$ cat src/rtl/shift_load_controller.sv
`default_nettype none
// ============================================================================
// Module   : shift_load_controller
// Purpose  : Loads a parallel word into an external SIPO shift register one
//            bit per cycle, then captures and returns the register contents.
//            Define SHIFT_LOAD_CHECK_EN to build the capture-time compare
//            that drives mismatch.
// Revision : 1.0 - initial release
// ============================================================================
module shift_load_controller #(
   parameter int WIDTH     = 8,
   parameter int MSB_FIRST = 1
) (
   input  logic             clk,
   input  logic             reset,
   input  logic             req_valid,
   output logic             req_ready,
   input  logic [WIDTH-1:0] req_data,
   input  logic             abort,
   output logic             sr_clr,
   output logic             sr_shift_en,
   output logic             sr_data_in,
   input  logic [WIDTH-1:0] sr_data_out,
   output logic             busy,
   output logic             done,
   output logic [WIDTH-1:0] result,
   output logic             mismatch
);

   localparam int CW = $clog2(WIDTH) + 1;

   typedef enum logic [2:0] {
      S_IDLE    = 3'd0,
      S_CLEAR   = 3'd1,
      S_SHIFT   = 3'd2,
      S_SETTLE  = 3'd3,
      S_CAPTURE = 3'd4
   } state_t;

   state_t           r_state;
   logic [CW-1:0]    r_cnt;
   logic [WIDTH-1:0] r_word;

   logic [WIDTH-1:0] w_rev;
   logic [WIDTH-1:0] w_ord;
   logic [CW-1:0]    w_sel_k;
   logic             w_bit;

   // w_ord is the word in transmit order: bit k of the sequence is w_ord[WIDTH-1-k],
   // which is also the value the register must hold after the last shift.
   always_comb begin
      w_rev = '0;
      for (int i = 0; i < WIDTH; i++) begin
         w_rev[i] = r_word[WIDTH-1-i];
      end
      w_ord   = (MSB_FIRST != 0) ? r_word : w_rev;
      w_sel_k = (r_state == S_SHIFT) ? (r_cnt + CW'(1)) : '0;
      w_bit   = 1'b0;
      for (int i = 0; i < WIDTH; i++) begin
         if (w_sel_k == CW'(i)) begin
            w_bit = w_ord[WIDTH-1-i];
         end
      end
   end

   always_ff @(posedge clk) begin
      if (reset) begin
         r_state     <= S_IDLE;
         r_cnt       <= '0;
         r_word      <= '0;
         req_ready   <= 1'b1;
         busy        <= 1'b0;
         done        <= 1'b0;
         sr_clr      <= 1'b0;
         sr_shift_en <= 1'b0;
         sr_data_in  <= 1'b0;
         result      <= '0;
`ifdef SHIFT_LOAD_CHECK_EN
         mismatch    <= 1'b0;
`endif
      end else begin
         done <= 1'b0;
         if (r_state == S_IDLE) begin
            sr_clr <= 1'b0;
            if (req_valid) begin
               r_word    <= req_data;
               r_cnt     <= '0;
               r_state   <= S_CLEAR;
               sr_clr    <= 1'b1;
               req_ready <= 1'b0;
               busy      <= 1'b1;
`ifdef SHIFT_LOAD_CHECK_EN
               mismatch  <= 1'b0;
`endif
            end
         end else if (abort) begin
            // Cancel leaves the register cleared so a partial word never lingers.
            r_state     <= S_IDLE;
            r_cnt       <= '0;
            sr_clr      <= 1'b1;
            sr_shift_en <= 1'b0;
            sr_data_in  <= 1'b0;
            req_ready   <= 1'b1;
            busy        <= 1'b0;
         end else begin
            case (r_state)
               S_CLEAR: begin
                  sr_clr      <= 1'b0;
                  r_cnt       <= '0;
                  sr_shift_en <= 1'b1;
                  sr_data_in  <= w_bit;
                  r_state     <= S_SHIFT;
               end
               S_SHIFT: begin
                  r_cnt <= r_cnt + CW'(1);
                  if (r_cnt == CW'(WIDTH - 1)) begin
                     sr_shift_en <= 1'b0;
                     sr_data_in  <= 1'b0;
                     r_state     <= S_SETTLE;
                  end else begin
                     sr_data_in  <= w_bit;
                  end
               end
               S_SETTLE: begin
                  r_state <= S_CAPTURE;
               end
               S_CAPTURE: begin
                  result    <= sr_data_out;
                  done      <= 1'b1;
                  req_ready <= 1'b1;
                  busy      <= 1'b0;
                  r_state   <= S_IDLE;
`ifdef SHIFT_LOAD_CHECK_EN
                  mismatch  <= (sr_data_out != w_ord);
`endif
               end
               default: begin
                  r_state   <= S_IDLE;
                  req_ready <= 1'b1;
                  busy      <= 1'b0;
               end
            endcase
         end
      end
   end

`ifndef SHIFT_LOAD_CHECK_EN
   assign mismatch = 1'b0;
`endif

endmodule
`default_nettype wire

$ cat config.mk
export PLATFORM = sky130hd
export DESIGN_NAME = shift_load_controller
export DESIGN_NICKNAME = d
export VERILOG_FILES = /design/src/rtl/shift_load_controller.sv
export SDC_FILE = /design/constraint.sdc
export NUM_CORES = 1
export LEC_CHECK = 0
export BUFFER_PORTS_ARGS = -buffer_cell sky130_fd_sc_hd__buf_2
export CORE_MARGIN = 1.5
export CORE_UTILIZATION = 46
export DETAILED_ROUTE_END_ITERATION = 6
export PLACE_DENSITY = 0.84
export SYNTH_ARGS = -nofsm -noshare
export SYNTH_HDL_FRONTEND = slang
export SYNTH_SLANG_ARGS = --single-unit
$ cat constraint.sdc
create_clock -name clk -period 1.64 [get_ports clk]
set_clock_uncertainty 0.2 [all_clocks]
set_input_delay 0.082 -clock clk [delete_from_list [all_inputs] [get_ports clk]]
set_output_delay 0.082 -clock clk [all_outputs]
set_load 0.05 [all_outputs]
# Word-level counts from Yosys, hierarchy flattened
# Index checks and enable logic that the tools add are counted.
[op_classes]
n_lt_le_gt_ge = 0
eq_ne = 16
div = 0
muxes = 37
mul = 0
shifts = 0
bitwise = 2
n_reduce_logical = 14
add_sub_neg = 1
[op_table]
columns = ["op", "count"]
rows = [
  ["$mux 1", 25],
  ["$eq 4x3->1 const B", 5],
  ["$mux 4", 4],
  ["$mux 3", 4],
  ["$reduce_and 2->1", 5],
  ["$pmux 3 s3", 1],
  ["$eq 4x2->1 const B", 2],
  ["$pmux 4 s2", 1],
  ["$eq 3x2->1 const B", 2],
  ["$reduce_and 3->1", 2],
  ["$reduce_bool 3->1", 2],
  ["$reduce_or 3->1", 2],
  ["$add 4x1->4 const B", 1],
  ["$eq 4x1->1 const B", 1],
  ["$logic_not 4->1", 1],
  ["$ne 4x2->1 const B", 1],
  ["$pmux 1 s2", 2],
  ["$reduce_bool 4->1", 1],
  ["$eq 3x1->1 const B", 1],
  ["$eq 3x3->1 const B", 1],
  ["$logic_not 3->1", 1],
  ["$ne 3x1->1 const B", 1],
  ["$ne 3x2->1 const B", 1],
  ["$ne 2x2->1 const B", 1],
  ["$not 1->1", 2],
]
[word_totals]
latchBits = 0
ff_bits = 29
ramBits = 0
memories = 0
romBits = 0
elab_cells = 80

# Longest topological paths before layout
# Gate-level depths: netlist of the first run.
[depth]
depth_word = 14
ltp_mapped = 6
mapped_depth_nobuf = 6

# Least setup slack after synthesis of the first run
# Ideal clock, no wire load.
[synth_timing]
path_type = "reg-to-reg"
from = "reg r_cnt[1]"
to = "reg sr_data_in"
synth_period_minus_slack_ns = 1.674
path_buffers = 0
path_slack_ns = -0.034
t_arrival_ns = 1.378
path_stages_with_launch = 7
cell_sequence = "dfxtp_1 ha_1 xnor2_1 nor2_1 o2111ai_1 o21ai_1 o41ai_2"
[synth_between]
elab_chain_len = 14
[synth_rtl]
columns = ["item", "line_no", "source"]
rows = [
  ["start: declaration", "41", "logic [CW-1:0] r_cnt;"],
  ["start signal: assignment", "115", "r_cnt <= r_cnt + CW'(1);"],
  ["$add 4x1->4", "57", "w_sel_k = (r_state == S_SHIFT) ? (r_cnt + CW'(1)) : '0;"],
  ["$mux 4", "57", ""],
  ["$logic_not 4->1", "60", "if (w_sel_k == CW'(i)) begin"],
  ["$mux 1 (8 in a row)", "60", ""],
  ["$mux 1", "116", "if (r_cnt == CW'(WIDTH - 1)) begin"],
  ["$pmux 1 s2 (*)", "106", "case (r_state)"],
  ["$mux 1 (*)", "96", "end else if (abort) begin"],
  ["end signal: assignment", "111", "sr_data_in <= w_bit;"],
  ["end signal: assignment", "121", "sr_data_in <= w_bit;"],
  ["end: declaration", "22", "output logic sr_data_in,"],
]
# Mark *: on every way between the ends. The rest lies on a longest branch, timed or not.
# A chain may end at the register's enable or synchronous reset.

# Worst setup path in the final report of the first run
[layout_timing]
from = "reg r_cnt[0]"
to = "reg sr_data_in"
# Same word-level chain as after synthesis.

==> results.py, run 1 <==
metrics = {
    "timing": {
        "setup_viol": 1,
        "hold_ws_ps": 42.7,
        "setup_tns_ps": -53.0,
        "min_period_ps": 1690,
        "grt_setup_unrepaired": "true",
        "final_hold_viol_count": 0,
        "final_max_slew_viol_count": 0,
        "worst_slack_ps": -53.0,
        "min_period_over_period_pct": 103,
        "max_freq_mhz": 591,
    },
    "floorplanning": {
        "initial_core_util_pct": 48.1,
        "fp.coreArea_sq_mm": 0.00273,
        "io_pins": 35,
        "die-area_sq_mm": 0.00319,
        "fp-row-count": 19,
        "fp.dieH_um": 56.5,
        "chipWidth_um": 56.5,
    },
    "grt": {
        "grt_pass1_wl_um": 6130,
        "antenna_found_initial": 0,
        "globalRouteOverflowTotal": 0,
        "gr-usage-all-layers_pct": 25.4,
        "grt_max_degree": 27,
        "grt_pass1_vias": 1363,
    },
    "min_path": {
        "worstHoldPathType": "in -> reg",
    },
    "detailed_routing": {
        "drt-wirelength-per-cell_um": 14.6,
        "route.met2.wl_um": 1940,
        "m1WireLength_um": 1560,
        "wl_um": 3790,
        "top_layer": "met4",
        "met3_length_um": 220,
        "drtPass1Iterations": 4,
        "vias": 1392,
        "drc_errors": 0,
        "antenna_left": 0,
        "vias_per_cell": 5.35,
        "dr.first_iter.drc_count": 36,
    },
    "synthesis": {
        "syn_inst": 162,
        "synthTopCellsByArea": "dfxtp_1 (44%), nand2_1 (11%), a21oi_1 (9.1%), nor2_1 (4.6%), nor4b_4 (1.8%)",
        "synthArstFlopShare_pct": 0,
        "synth-main-ff-cell": "dfxtp_1",
        "synth_cell_type_count": 41,
        "netlist_area_sq_mm": 0.00132,
        "syn-mean-instance-area_sq_um": 8.12,
        "yosysTopAreaCell": "dfxtp_1",
        "synth_top_area_share_pct": 44.1,
        "synth_enable_flop_cells": 0,
        "ys_ff_latch": 29,
        "yosysWarnings": 0,
        "ys_seq_area_share_pct": 44.1,
        "synth_nets": 183,
    },
    "power": {
        "p_int_w": 0.00116,
        "power_frac_comb_pct": 16.2,
        "clkPwrFrac_pct": 35.8,
        "p_leak_nw": 0.843,
        "power_switching_w": 0.000407,
        "p_sw_share_pct": 26.0,
        "p_per_area_mw_per_mm2": 800,
        "peakVddDrop_v": 0.000711,
        "pwr-share-seq_pct": 48.0,
    },
    "cts": {
        "clk_pin_slew_ps": 90,
        "clock_latency_ps": 330,
        "cts_buffer_depth": 2,
        "htree_levels": 2,
        "root_buffer": "clkbuf_4",
        "clkSinkCount": 29,
        "cts_tree": "built",
        "cts_buffers": 5,
    },
    "place": {
        "place_congestion": 0.905,
        "post-dp-hpwl_um": 2110,
        "dp.cells": 230,
        "io_buffers": 33,
        "pre_cts_slack_ps": -71.0,
    },
    "worst_setup_path": {
        "critPathRequiredTime_ps": 1670,
        "cp_max_fo": 3,
        "startpoint_type": "flop",
        "crit_type": "reg -> reg",
        "end_kind": "flop",
        "crit_arrival_ps": 1730,
    },
    "final_layout": {
        "layout_common_cells": "nand2_1 (38), buf_2 (33), dfxtp_1 (24)",
        "drive_gt1_share_pct": 32.3,
        "mostFrequentLayoutCell": "nand2_1",
        "num-nets-final": 250,
        "area_growth_pct": 48.7,
        "antenna_cells": 0,
        "final_cells": 260,
    },
    "run_status": {
        "violations": "setup timing",
        "status": "complete, but fails checks",
    },
    "run": {
        "maxCapViolations": 0,
    },
}
[per-layer routing]
metal	vias up	track usage [%]
met5	-	0
met4	0	14.6
met3	7	6.22
met2	52	41.9
met1	647	29.7
li1	686	-
[worst paths after layout]
check,slack (ps),start,cells after the start,end
min,40,abort,3,done
min reg2reg,260,result[5],2,result[5]
max reg2reg,-50,r_cnt[0],6,sr_data_in
max,-50,r_cnt[0],6,sr_data_in
[cell type report]
cell class              instances  area (sq um)
clock inverters                 2          35.0
flip-flops and latches         29           587
well taps                      31          38.8
repair buffers                 71           518
fillers                       187           778
clock buffers                   5          37.5
multi-input cells             120           732
inverters                       2          7.51
[registers in the layout, indices dropped and copies added, names as in the netlist]
register / count
result: 8
sr_clr: 1
done: 1
r_cnt: 4
busy: 1
req_ready: 1
sr_data_in: 1
r_state: 3
r_word: 8
sr_shift_en: 1
[power groups by stage]
stage	registers (W)	clock network (W)	logic (W)
floorplan	0.000792	0	0.0000986
global placement	0.000763	0	0.000195
detailed placement	0.000763	0	0.000198
CTS	0.000749	0.000566	0.000240
global route	0.000754	0.000595	0.000273
finish	0.000750	0.000561	0.000253
[synth_stat cells, types with 2 or more instances]
library cell,instances
a21o_1,2
a21oi_1,24
a31oi_1,2
and3_1,2
buf_6,2
clkbuf_1,6
dfxtp_1,29
inv_1,2
nand2_1,38
nand3b_1,2
nor2_1,16
nor2b_1,2
nor3_1,4
o21ai_1,3
xnor2_1,2
[critical path, stage by stage, from the launching register on]
cell and delay, ps:
dfxtp_2 340, ha_4 190, buf_4 150, a21o_1 170, a21oi_2 150, a211oi_1 80, o41ai_2 330
[repair_timing]
action	4_1_cts	5_1_grt
pin swaps	0	1
endpoints found under the setup margin	1	23
hold buffers	22	0
endpoints found under the hold margin	20	0
setup buffers	0	1
resized for setup	8	7
[kinds of logic (layout without fill, tap and decap cells)]
logic type      count (synthesis)  after routing  synth area share [%]
simple gates                   73             73                  27.6
compound gates                 41             41                  18.7
flops                          29             29                  44.1
buf+inv                        13             80                  5.52
xor+xnor                        3              3                  2.00
fa+ha+maj                       1              1                 0.951
other cells                     1              1                 0.285
mux                             1              1                 0.761
[through the flow]
step / cell area (sq um) / utilization (%) / power, W
floorplan: 1330 / - / 0.000891
global placement: 1590 / 58.1 / 0.000958
detailed placement: 1590 / 58.1 / 0.000961
CTS: 1920 / 70.1 / 0.00155
global route: 1960 / 71.5 / 0.00162
finish: 1960 / 71.5 / 0.00156
(Power assumes the default switching activity.)
==> run 2: changes to the inputs <==
Settings changed: GPL_TIMING_DRIVEN from default to 0, SLEW_MARGIN from default to 5.
==> results.py, run 2 (synthesized netlist as in run 1, its figures left out) <==
metrics = {
    "power": {
        "p_per_area_mw_per_mm2": 824,
        "peakVddDrop_v": 0.000692,
        "p_leak_nw": 0.811,
    },
    "worst_setup_path": {
        "end_kind": "flop",
        "crit_type": "reg -> reg",
        "worstReg2RegStart": "r_state[0]",
        "worstRegToRegCells": 6,
        "cp_max_fo": 9,
        "crit_arrival_ps": 1800,
        "rr_endpoint": "sr_data_in",
        "crit_end": "sr_data_in",
        "critPathRequiredTime_ps": 1670,
        "rrSetupSlack_ps": -130,
        "crit_start": "r_state[0]",
        "startpoint_type": "flop",
    },
    "grt": {
        "grt_max_degree": 11,
        "grt_pass1_wl_um": 5590,
        "antenna_found_initial": 0,
        "gr-usage-all-layers_pct": 22.9,
        "grt_pass1_vias": 1285,
        "globalRouteOverflowTotal": 0,
    },
    "place": {
        "post-dp-hpwl_um": 2100,
        "io_buffers": 32,
        "place_congestion": 0.894,
        "dp.cells": 225,
        "post_dp_cell_area_sq_mm": 0.00152,
    },
    "detailed_routing": {
        "wl_um": 3650,
        "drtPass1Iterations": 4,
        "antenna_left": 0,
        "vias_per_cell": 5.45,
        "drc_errors": 0,
        "drt-wirelength-per-cell_um": 14.2,
        "dr.first_iter.drc_count": 52,
        "vias": 1400,
    },
    "final_layout": {
        "design_area_sq_mm": 0.00194,
        "fillers": 181,
        "regArea_sq_um": 591,
        "antenna_cells": 0,
        "layout_common_cells": "nand2_1 (38), buf_2 (33), dfxtp_1 (25)",
        "multi_input_area_sq_um": 763,
        "drive_gt1_share_pct": 31.0,
        "area_growth_pct": 47.8,
        "reg_top3": "r_word x8, result x8, r_cnt x4",
        "mostFrequentLayoutCell": "nand2_1",
        "num-nets-final": 246,
        "final_cells": 257,
    },
    "timing": {
        "max_freq_mhz": 565,
        "worst_slack_ps": -130,
        "final_hold_viol_count": 0,
        "hold_ws_ps": 157,
        "grt_setup_unrepaired": "true",
        "timing.slew.headroom_pct": 64.1,
        "min_period_over_period_pct": 108,
        "final_max_slew_viol_count": 0,
        "setup_viol": 1,
        "tightest_slew_ps": 539,
        "min_period_ps": 1770,
    },
    "floorplanning": {
        "fp.dieH_um": 56.5,
        "die-area_sq_mm": 0.00319,
        "initial_core_util_pct": 48.1,
        "fp-row-count": 19,
        "io_pins": 35,
        "chipWidth_um": 56.5,
        "fp.coreArea_sq_mm": 0.00273,
    },
    "cts": {
        "cts_tree": "built",
        "htree_levels": 2,
        "root_buffer": "clkbuf_4",
        "cts_buffer_depth": 2,
        "clkSinkCount": 29,
        "clk_pin_slew_ps": 90,
        "clock_latency_ps": 330,
        "cts_buffers": 5,
    },
    "min_path": {
        "worstHoldPathType": "in -> reg",
    },
    "run_status": {
        "status": "complete, but fails checks",
        "violations": "setup timing",
    },
    "run": {
        "maxCapViolations": 0,
    },
}
[run 2: cell count changes in the layout (fill, tap and decap cells not counted), moves of 2 or more]
cell,before,now
buf_4,15,6
dfxtp_2,5,2
dlygate4sd3_1,22,19
dfxtp_4,0,2
clkbuf_1,0,5
buf_6,0,2
[run 2: worst min path at each step]
stage | startpoint | to | slack, ps | depth (start not counted)
final | abort | sr_clr | 160 | 4
after global routing | abort | sr_clr | 220 | 4
after CTS | abort | sr_clr | 140 | 4
after detailed placement | sr_data_out[3] | result[3] | 130 | 3
after global placement | sr_data_out[5] | result[5] | 120 | 3
after floorplan | req_data[6] | r_word[6] | 20 | 2
[run 2: per-layer routing]
metal | GRT usage [%] | up-vias | part of all wire [%]
met3 | 7.14 | 13 | 8.4
li1 | - | 683 | -
met1 | 26.6 | 638 | 38
met4 | 10.5 | 0 | 3.4
met2 | 38.0 | 66 | 50
met5 | 0 | - | 0
[run 2: area by class of cell]
| type | instances | share of cell area, % |
|---|---|---|
| multi-input cells | 121 | 39.3 |
| inverters | 2 | 0.386 |
| well taps | 31 | 2.00 |
| repair buffers | 56 | 20.0 |
| plain buffers | 10 | 3.61 |
| clock inverters | 1 | 1.55 |
| clock buffers | 7 | 2.83 |
| flip-flops and latches | 29 | 30.4 |
[run 2: per-stage QoR]
| stage | setup TNS (ps) | power, W | util, % | worst slack, ps |
|---|---|---|---|---|
| 6_report | -130 | 0.00160 | 71.1 | -130 |
| 5_1_grt | -218 | 0.00166 | 71.1 | -204 |
| 4_1_cts | -95.5 | 0.00159 | 66.6 | -95.5 |
| 3_5_place_dp | -860 | 0.000946 | 55.7 | -141 |
| 3_3_place_gp | -934 | 0.000943 | 55.7 | -135 |
| 2_1_floorplan | 0 | 0.000891 | - | 4.68 |
[run 2: worst max-delay path, stage by stage, from the launching register on]
cell and delay, ps:
dfxtp_4 360, buf_8 130, nor3b_4 270, a31oi_2 140, a22oi_2 210, nor3_2 60, o41ai_2 300
[run 2: power breakdown]
group | switching (W) | internal [W] | total (W)
combinational | 0.000139 | 0.000108 | 0.000247
sequential | 0.0000165 | 0.000727 | 0.000744
clock | 0.000246 | 0.000364 | 0.000609
total | 0.000401 | 0.00120 | 0.00160
[run 2: repair_timing]
item	CTS	global route
buffers inserted	0	5
pin swaps	0	6
endpoints found under the setup margin	10	15
hold endpoints to repair	19	0
hold buffers	19	0
gates resized for setup	4	20
gates cloned	0	1
